**src/rtl/alu_multicycle.sv**
```systemverilog
// Multi-cycle execute-stage ALU: single-cycle add/sub/logic/compare, iterative
// shifts (one bit per cycle) and a shift-add multiplier, behind valid/ready handshakes.
module alu_multicycle #(
  parameter int XLEN = 32
) (
  input  logic            clk,
  input  logic            rst_n,
  input  logic            in_valid,
  output logic            in_ready,
  input  logic [1:0]      aluOp,
  input  logic [2:0]      funct3,
  input  logic            funct7_5,
  input  logic [XLEN-1:0] op_a,
  input  logic [XLEN-1:0] op_b,
  output logic            out_valid,
  input  logic            out_ready,
  output logic [XLEN-1:0] result,
  output logic            zero,
  output logic            illegal
);

  localparam int SHW = $clog2(XLEN);

  typedef enum logic [1:0] {IDLE, SHIFT, MUL, DONE} state_t;
  typedef enum logic [1:0] {SH_LL, SH_RL, SH_RA} shk_t;

  state_t          state;
  shk_t            shk, shk_q;
  logic [SHW:0]    cnt;
  logic [XLEN-1:0] work, mcand, mplier;
  logic [XLEN-1:0] sc_res, shifted, mul_sum;
  logic [SHW-1:0]  shamt;
  logic            sc_ill, is_shift, is_mul;

  assign in_ready = (state == IDLE);
  assign shamt    = op_b[SHW-1:0];

  // Decode of the offered op; shifts default to op_a so shamt 0 completes single-cycle.
  always_comb begin
    sc_res   = '0;
    sc_ill   = 1'b0;
    is_shift = 1'b0;
    is_mul   = 1'b0;
    shk      = SH_LL;
    case (aluOp)
      2'b00: sc_res = op_a + op_b;
      2'b01: sc_res = op_a - op_b;
      2'b10: begin
        case (funct3)
          3'b000: sc_res = funct7_5 ? (op_a - op_b) : (op_a + op_b);
          3'b001: begin is_shift = 1'b1; shk = SH_LL; sc_res = op_a; end
          3'b010: sc_res = {{(XLEN-1){1'b0}}, ($signed(op_a) < $signed(op_b))};
          3'b011: sc_res = {{(XLEN-1){1'b0}}, (op_a < op_b)};
          3'b100: sc_res = op_a ^ op_b;
          3'b101: begin is_shift = 1'b1; shk = funct7_5 ? SH_RA : SH_RL; sc_res = op_a; end
          3'b110: sc_res = op_a | op_b;
          default: sc_res = op_a & op_b;
        endcase
      end
      default: begin
        if (funct3 == 3'b000) is_mul = 1'b1;
        else sc_ill = 1'b1;
      end
    endcase
  end

  always_comb begin
    case (shk_q)
      SH_LL:   shifted = {work[XLEN-2:0], 1'b0};
      SH_RA:   shifted = {work[XLEN-1], work[XLEN-1:1]};
      default: shifted = {1'b0, work[XLEN-1:1]};
    endcase
    mul_sum = mplier[0] ? (work + mcand) : work;
  end

  always_ff @(posedge clk or negedge rst_n) begin
    if (!rst_n) begin
      state     <= IDLE;
      shk_q     <= SH_LL;
      cnt       <= '0;
      work      <= '0;
      mcand     <= '0;
      mplier    <= '0;
      out_valid <= 1'b0;
      result    <= '0;
      zero      <= 1'b0;
      illegal   <= 1'b0;
    end else begin
      case (state)
        IDLE: begin
          if (in_valid) begin
            if (is_mul) begin
              work   <= '0;
              mcand  <= op_a;
              mplier <= op_b;
              cnt    <= (SHW+1)'(XLEN);
              state  <= MUL;
            end else if (is_shift && (shamt != '0)) begin
              work  <= op_a;
              shk_q <= shk;
              cnt   <= {1'b0, shamt};
              state <= SHIFT;
            end else begin
              result    <= sc_res;
              zero      <= (sc_res == '0);
              illegal   <= sc_ill;
              out_valid <= 1'b1;
              state     <= DONE;
            end
          end
        end
        SHIFT: begin
          work <= shifted;
          cnt  <= cnt - 1'b1;
          if (cnt == 1) begin
            result    <= shifted;
            zero      <= (shifted == '0);
            illegal   <= 1'b0;
            out_valid <= 1'b1;
            state     <= DONE;
          end
        end
        MUL: begin
          work   <= mul_sum;
          mcand  <= {mcand[XLEN-2:0], 1'b0};
          mplier <= {1'b0, mplier[XLEN-1:1]};
          cnt    <= cnt - 1'b1;
          if (cnt == 1) begin
            result    <= mul_sum;
            zero      <= (mul_sum == '0);
            illegal   <= 1'b0;
            out_valid <= 1'b1;
            state     <= DONE;
          end
        end
        default: begin
          if (out_ready) begin
            out_valid <= 1'b0;
            state     <= IDLE;
          end
        end
      endcase
    end
  end

endmodule

```
**config.mk**
```make
export PLATFORM = sky130hd
export DESIGN_NAME = alu_multicycle
export DESIGN_NICKNAME = d
export VERILOG_FILES = /design/src/rtl/alu_multicycle.sv
export SDC_FILE = /design/constraint.sdc
export NUM_CORES = 1
export LEC_CHECK = 0
export CORE_MARGIN = 1
export CORE_UTILIZATION = 55
export CTS_BUF_LIST = sky130_fd_sc_hd__clkbuf_8
export DETAILED_ROUTE_END_ITERATION = 12
export GPL_ROUTABILITY_DRIVEN = 0
export HOLD_SLACK_MARGIN = 0.05
export PLACE_DENSITY = 0.76
export SLEW_MARGIN = 20
export SYNTH_ARGS = -nofsm -noshare
export SYNTH_HDL_FRONTEND = slang
export SYNTH_SLANG_ARGS = --single-unit
```
**constraint.sdc**
```tcl
create_clock -name clk -period 4.4 [get_ports clk]
set_clock_uncertainty 0.2 [all_clocks]
set_input_delay 0.66 -clock clk [delete_from_list [all_inputs] [get_ports clk]]
set_output_delay 0.66 -clock clk [all_outputs]
set_load 0.02 [all_outputs]
```
---- Word level (Yosys, flattened, before mapping) ----
Index checks and enable logic that the tools add are counted.
cells by class
  equal/unequal tests ..................... 20
  $lt $le $gt $ge ......................... 2
  add/subtract/negate cells ............... 4
  reductions and logical operators ........ 24
  muxes and demuxes ....................... 57
  bitwise logic cells ..................... 4
operator list
  operator                                                                number
  32-bit 2-to-1 mux                                                       14
  32-bit one-hot mux with 3 select lines                                  3
  32-bit one-hot mux with 2 select lines                                  3
  32-bit one-hot mux with 6 select lines                                  1
  32-bit logical NOT                                                      3
  32-bit adder                                                            2
  32-bit < comparator                                                     2
  32-bit AND                                                              1
  32-bit bitwise OR                                                       1
  32-bit subtractor                                                       1
  32-bit bitwise XOR                                                      1
  1-bit 2-to-1 mux                                                        20
  6-bit 2-to-1 mux                                                        3
  2-bit 2-to-1 mux                                                        8
  6-bit one-hot mux with 2 select lines                                   1
  3-bit AND reduction                                                     4
  2-bit inequality test (second input constant)                           5
  5-bit AND reduction                                                     2
  3-bit equality test (second input constant)                             3
  2-bit equality test (second input constant)                             3
  3-bit by 2-bit equality test with 1-bit output (second input constant)  2
  6-bit by 1-bit equality test with 1-bit output (second input constant)  1
  2-bit logical NOT                                                       3
  6-bit AND reduction                                                     1
  other kinds (17)                                                        23
storage, ports and cells
  word-level logic and storage cells ...... 121
  flip-flop bits (word level) ............. 141

---- Longest topological paths before layout ----
  depth in word-level cells ............... 9
  gate-level depth with buffers ........... 16
  mapped depth without buffers ............ 16

---- Least setup slack after synthesis ----
Ideal clock, no wire load.
  path type ............................... input-to-reg
  start ................................... input op_a[0]
  end ..................................... register zero
  setup time .............................. 0.067 ns
  stages on the path ...................... 16
  buffers on the path ..................... 0
  arrival time ............................ 3.598 ns
  required time ........................... 4.133 ns
  path slack .............................. 0.535 ns
  path through ............................ inv_1 > ha_1 > inv_1 > fa_1 > nor3b_2 > o311ai_1 > a31oi_1 > o2111ai_1 > nand3_1 > a21oi_1 > a22oi_1 > mux2_1 > a311oi_1 > nand3_1 > nor4_1 > a311o_1
on the way
  longest elaborated chain between the ends .. 9
ends and longest elaborated chain
  item                                               RTL line    text
  start: declaration                                 13          input logic [XLEN-1:0] op_a,
  32-bit adder or 32-bit subtractor (tied branches)  46, 50, 47
  32-bit 2-to-1 mux                                  50          3'b000: sc_res = funct7_5 ? (op_a - op_b) : (op_a + op_b);
  32-bit one-hot mux with 6 select lines             49          case (funct3)
  32-bit one-hot mux with 3 select lines (*)         45          case (aluOp)
  32-bit logical NOT (*)                             105         zero <= (sc_res == '0);
  1-bit 2-to-1 mux (*)                               98          end else if (is_shift && (shamt != '0)) begin
  1-bit 2-to-1 mux (*)                               92          if (is_mul) begin
  1-bit 2-to-1 mux (*)                               91          if (in_valid) begin
  1-bit one-hot mux with 3 select lines (*)          89          case (state)
  end signal: assignment                             105
  end signal: assignment                             117         zero <= (shifted == '0);
  end signal: assignment                             130         zero <= (mul_sum == '0);
  end: declaration                                   18          output logic zero,
Mark *: on every way between the ends. The rest lies on a longest branch, timed or not. The select of a mux whose other input is x is not followed.
A chain may end at the register's enable or synchronous reset.

---- Worst setup path in the final report ----
  start ................................... input op_b[0]
  end ..................................... register zero
on the way
  longest elaborated chain between the ends .. 9
ends and longest elaborated chain
  item                                               RTL line    text
  start: declaration                                 14          input logic [XLEN-1:0] op_b,
  32-bit adder or 32-bit subtractor (tied branches)  46, 50, 47
  32-bit 2-to-1 mux                                  50
  32-bit one-hot mux with 6 select lines             49
  32-bit one-hot mux with 3 select lines             45
  32-bit logical NOT                                 105
  1-bit 2-to-1 mux                                   98
  1-bit 2-to-1 mux                                   92
  1-bit 2-to-1 mux                                   91
  1-bit one-hot mux with 3 select lines              89
Several ways; a longest one is shown, not always the timed one. The select of a mux whose other input is x is not followed.

==> metrics.md <==
| Metric | Value |
|---|---|
| Combinational Power Share | 69.2% |
| Antenna fix cells | 0 |
| Min Tclk post-route | 4.34 ns |
| Synth async-reset ratio | 100% |
| Unique masters post-synth | 110 |
| Slowest stage delay, CP | 0.47 ns |
| Net Sw Frac | 51.3% |
| Fin nets | 2527 |
| Share of layout cells above drive strength 1 | 18.1% |
| Buffers plus inverters on the worst setup path | 3 |
| Max-cap violations | 0 |
| DIE AREA | 29300 µm² |
| Antenna violations before repair | 0 |
| Power Total | 12.5 mW |
| Finished Layout Cells | 2708 |
| Die Height | 171 µm |
| Top Layer Used | met5 |
| Sink Count | 141 |
| Worst Hold Depth | 2 |
| Critical-path top delay cell | clkdlybuf4s50_1 |
| Power share of the clock group | 10.3% |
| RSZ-0062 raised after global routing | yes |
| I/O Pins | 110 |
| Lkg Pwr | 8.64 nW |
| Cell total after placement | 2674 |
| CTS tree | done |
| Total gr overflow | 0 |
| Hold EP | result[13] |
| Met2 Wirelength | 26.0 mm |
| Die Wd | 171 µm |
| Reg2Reg Depth | 14 |
| Clock Root Buffer | clkbuf_8 |
| TNS Setup | 0 ns |
| Htree depth | 4 |
| Hold Fails Final Rpt | 0 |
| F_max | 230 MHz |
| Vias | 17909 |
| Clk slew on worst S/H paths | 0.10 ns |
| Worst VDD drop | 0.412 mV |
| Cell row count | 61 |
| Post-detail-place hpwl | 44.8 mm |
| CP Class | in2reg |
| EDFF count, synth | 0 |
| Net Sw Power | 6.42 mW |
| GRT Resource Usage Total | 41.2% |
| Metal3 WL | 7.66 mm |
| Largest net degree at the start of global routing | 94 |
| Synth warnings | 0 |
| Final setup violation count | 0 |
| 1st-iter DRT viols | 2815 |
| DRT antenna net count | 0 |
| CP arrival | 4.59 ns |
| CP delay by family, top | compound AO/OA/AOI/OAI gates |
| Period Utilization, post-route | 98.7% |
| Crit-path cells | clkdlybuf4s50_1 -> buf_4 -> ha_1 -> fa_1 -> buf_4 -> a21o_1 -> a211oi_2 -> o21bai_1 -> xnor2_1 -> a222oi_1 -> a2bb2oi_2 -> nand4_1 -> nor2_1 -> and4b_1 -> nand4_1 -> nor4_2 -> a311o_1 |
| Post-synthesis cell area | 15700 µm² |
| Routed WL | 60.0 mm |
| Flop pwr share | 20.6% |
| Reg2reg end | zero |
| Worst path required time | 4.65 ns |
| Internal | 6.10 mW |
| Status | complete, no violations |
| M1 WL | 22.5 mm |
| Min-Delay Startpoint | result[13] |
| CP startpoint kind | input pin |
| Worst-margin pin slew | 0.944 ns |
| Slew headroom | 36.9% |
| Maximum fanout along the worst path | 5 |
| R2r setup slk | 0.25 ns |
| Net Count, Synth | 2251 |
| Most frequent cells in the layout | 282 x buf_4, 230 x nor2_1, 203 x a21oi_1, 189 x o21ai_0, 142 x nand2_1 |
| TritonCTS Buffers | 17 |
| Flops & latches, synth | 141 |
| Initial core utilization | 56.3% |
| Fillers | 2298 |
| Port bufs | 109 |
| DR pass1 iterations | 7 |
| Primary FF master, synth | dfrtp_1 |
| Via/cell ratio | 6.61 |
| R2r startpoint | work[8] |
| Synthesis-to-layout area growth | 23.6% |
| Worst skew pair latency | 0.51 ns |
| First-pass GRT wire length | 93.1 mm |
| Post-Synthesis Cells | 2041 |
| PD cells | 645 nW/µm² |
| Crit end category | register |
| Clock Tree Buf Depth | 2 |
| Avg WL per Cell | 22.1 µm |
| Drc violations | 0 |
| Slew Limit Fails | 0 |
| HP Class | reg2reg |
| Commonest non-fill, non-tap cell in the layout | buf_4 |
| Core box area | 27900 µm² |
| Vias in the first global route | 17306 |
| Crit path from | op_b[0] |
| Mean Syn Cell Area | 7.70 µm² |
| Register area share after synthesis | 22.4% |
-- final cells by class --
cell class	count	area [µm²]	area share (%)
Timing Repair Buffer	398	3340	17.2
Clock buffer	19	262	1.35
Clock inverter	13	188	0.966
Multi-Input combinational cell	1641	11200	57.6
Sequential cell	141	3530	18.2
Inverter	118	443	2.28
Tap cell	378	473	2.43
-- cell usage after synthesis, types with 19 or more instances --
library cell | count | area (µm²)
a22oi_1 | 33 | 248
o31ai_1 | 21 | 158
clkbuf_1 | 89 | 334
nor2b_1 | 19 | 119
o21ai_0 | 191 | 956
nor2_1 | 231 | 867
nand2_1 | 142 | 533
dfrtp_1 | 141 | 3530
xnor2_1 | 33 | 289
nand3_1 | 35 | 175
nor4_1 | 28 | 175
buf_2 | 19 | 95.1
o22ai_1 | 37 | 231
a21oi_1 | 204 | 1020
nor3_1 | 41 | 205
a31oi_1 | 30 | 188
inv_1 | 111 | 417
mux2i_1 | 115 | 1150
o211ai_1 | 20 | 150
mux2_2 | 28 | 315
a221oi_1 | 19 | 166
ha_1 | 133 | 1660
-- routing by layer --
| metal | vias up | track usage [%] |
|---|---|---|
| li1 | 7994 | - |
| met1 | 8269 | 51.7 |
| met2 | 1283 | 63.1 |
| met3 | 361 | 11.6 |
| met4 | 2 | 23.6 |
| met5 | - | 1.74 |
-- timing repair --
| action | in CTS | in global routing |
|---|---|---|
| endpoints found under the setup margin | 1 | 4 |
| cloned | 0 | 0 |
| endpoints found under the hold margin | 48 | 0 |
| buffers inserted | 0 | 1 |
| hold buffers | 1 | 0 |
| pin swaps | 0 | 6 |
| gates resized for setup | 2 | 18 |
-- kinds of logic (layout without fill, tap and decap cells) --
kind of cell,after synthesis,in the layout,share of synthesized area [%]
AO/OA/AOI/OAI,714,714,29.0
buffers and inverters,259,548,7.28
XOR/XNOR,45,45,2.51
adder cells (fa/ha/maj),136,136,11.0
multiplexers,146,146,9.64
flip-flops,141,141,22.4
AND/OR/NAND/NOR,600,600,18.1
-- worst max-delay path by stage --
stage,cells after the start,to,slack [ns]
5_1_grt,17,zero,-0.08
2_1_floorplan,16,zero,0.53
6_report,17,zero,0.06
4_1_cts,17,zero,0.001
3_3_place_gp,17,zero,-0.43
3_5_place_dp,17,zero,-0.55
-- worst reg2reg max path: stages (launching register included) --
cell,delay (ns)
dfrtp_1,0.48
ha_1,0.40
nand2_1,0.14
or4_1,0.56
o31ai_2,0.14
a22oi_4,0.16
o21ai_2,0.23
xor2_1,0.10
mux2_2,0.31
or4b_1,0.56
nor4_1,0.19
nand4_1,0.14
nor4_1,0.23
buf_4,0.18
a311o_1,0.10
-- power by group through the flow --
stage	Sequential [mW]	Combinational [mW]	Clock, mW
after detailed placement	2.56	8.33	0
after global placement	2.53	8.11	0
after CTS	2.54	8.38	1.27
final	2.57	8.67	1.28
after global routing	2.62	9.35	1.33
after floorplan	2.50	5.86	0
-- flip-flops by register name, indices dropped and copies added, names as in the netlist --
register and flops:
shk_q 2, result 32, state 2, illegal 1, out_valid 1, mcand 32, mplier 32, cnt 6
zero 1, work 32
-- through the flow --
| step | worst slack, ns | hold slack [ns] | area [µm²] | utilization [%] |
|---|---|---|---|---|
| 3_5_place_dp | -0.549 | 0.274 | 18900 | 67.5 |
| 6_report | 0.0560 | 0.289 | 19400 | 69.6 |
| 3_3_place_gp | -0.425 | 0.267 | 18900 | 67.5 |
| 5_1_grt | -0.0821 | 0.307 | 19400 | 69.6 |
| 4_1_cts | 0.00138 | 0.293 | 19300 | 69.2 |
| 2_1_floorplan | 0.535 | 0.164 | 15700 | - |
No activity file was read; power rests on OpenSTA's default activity.
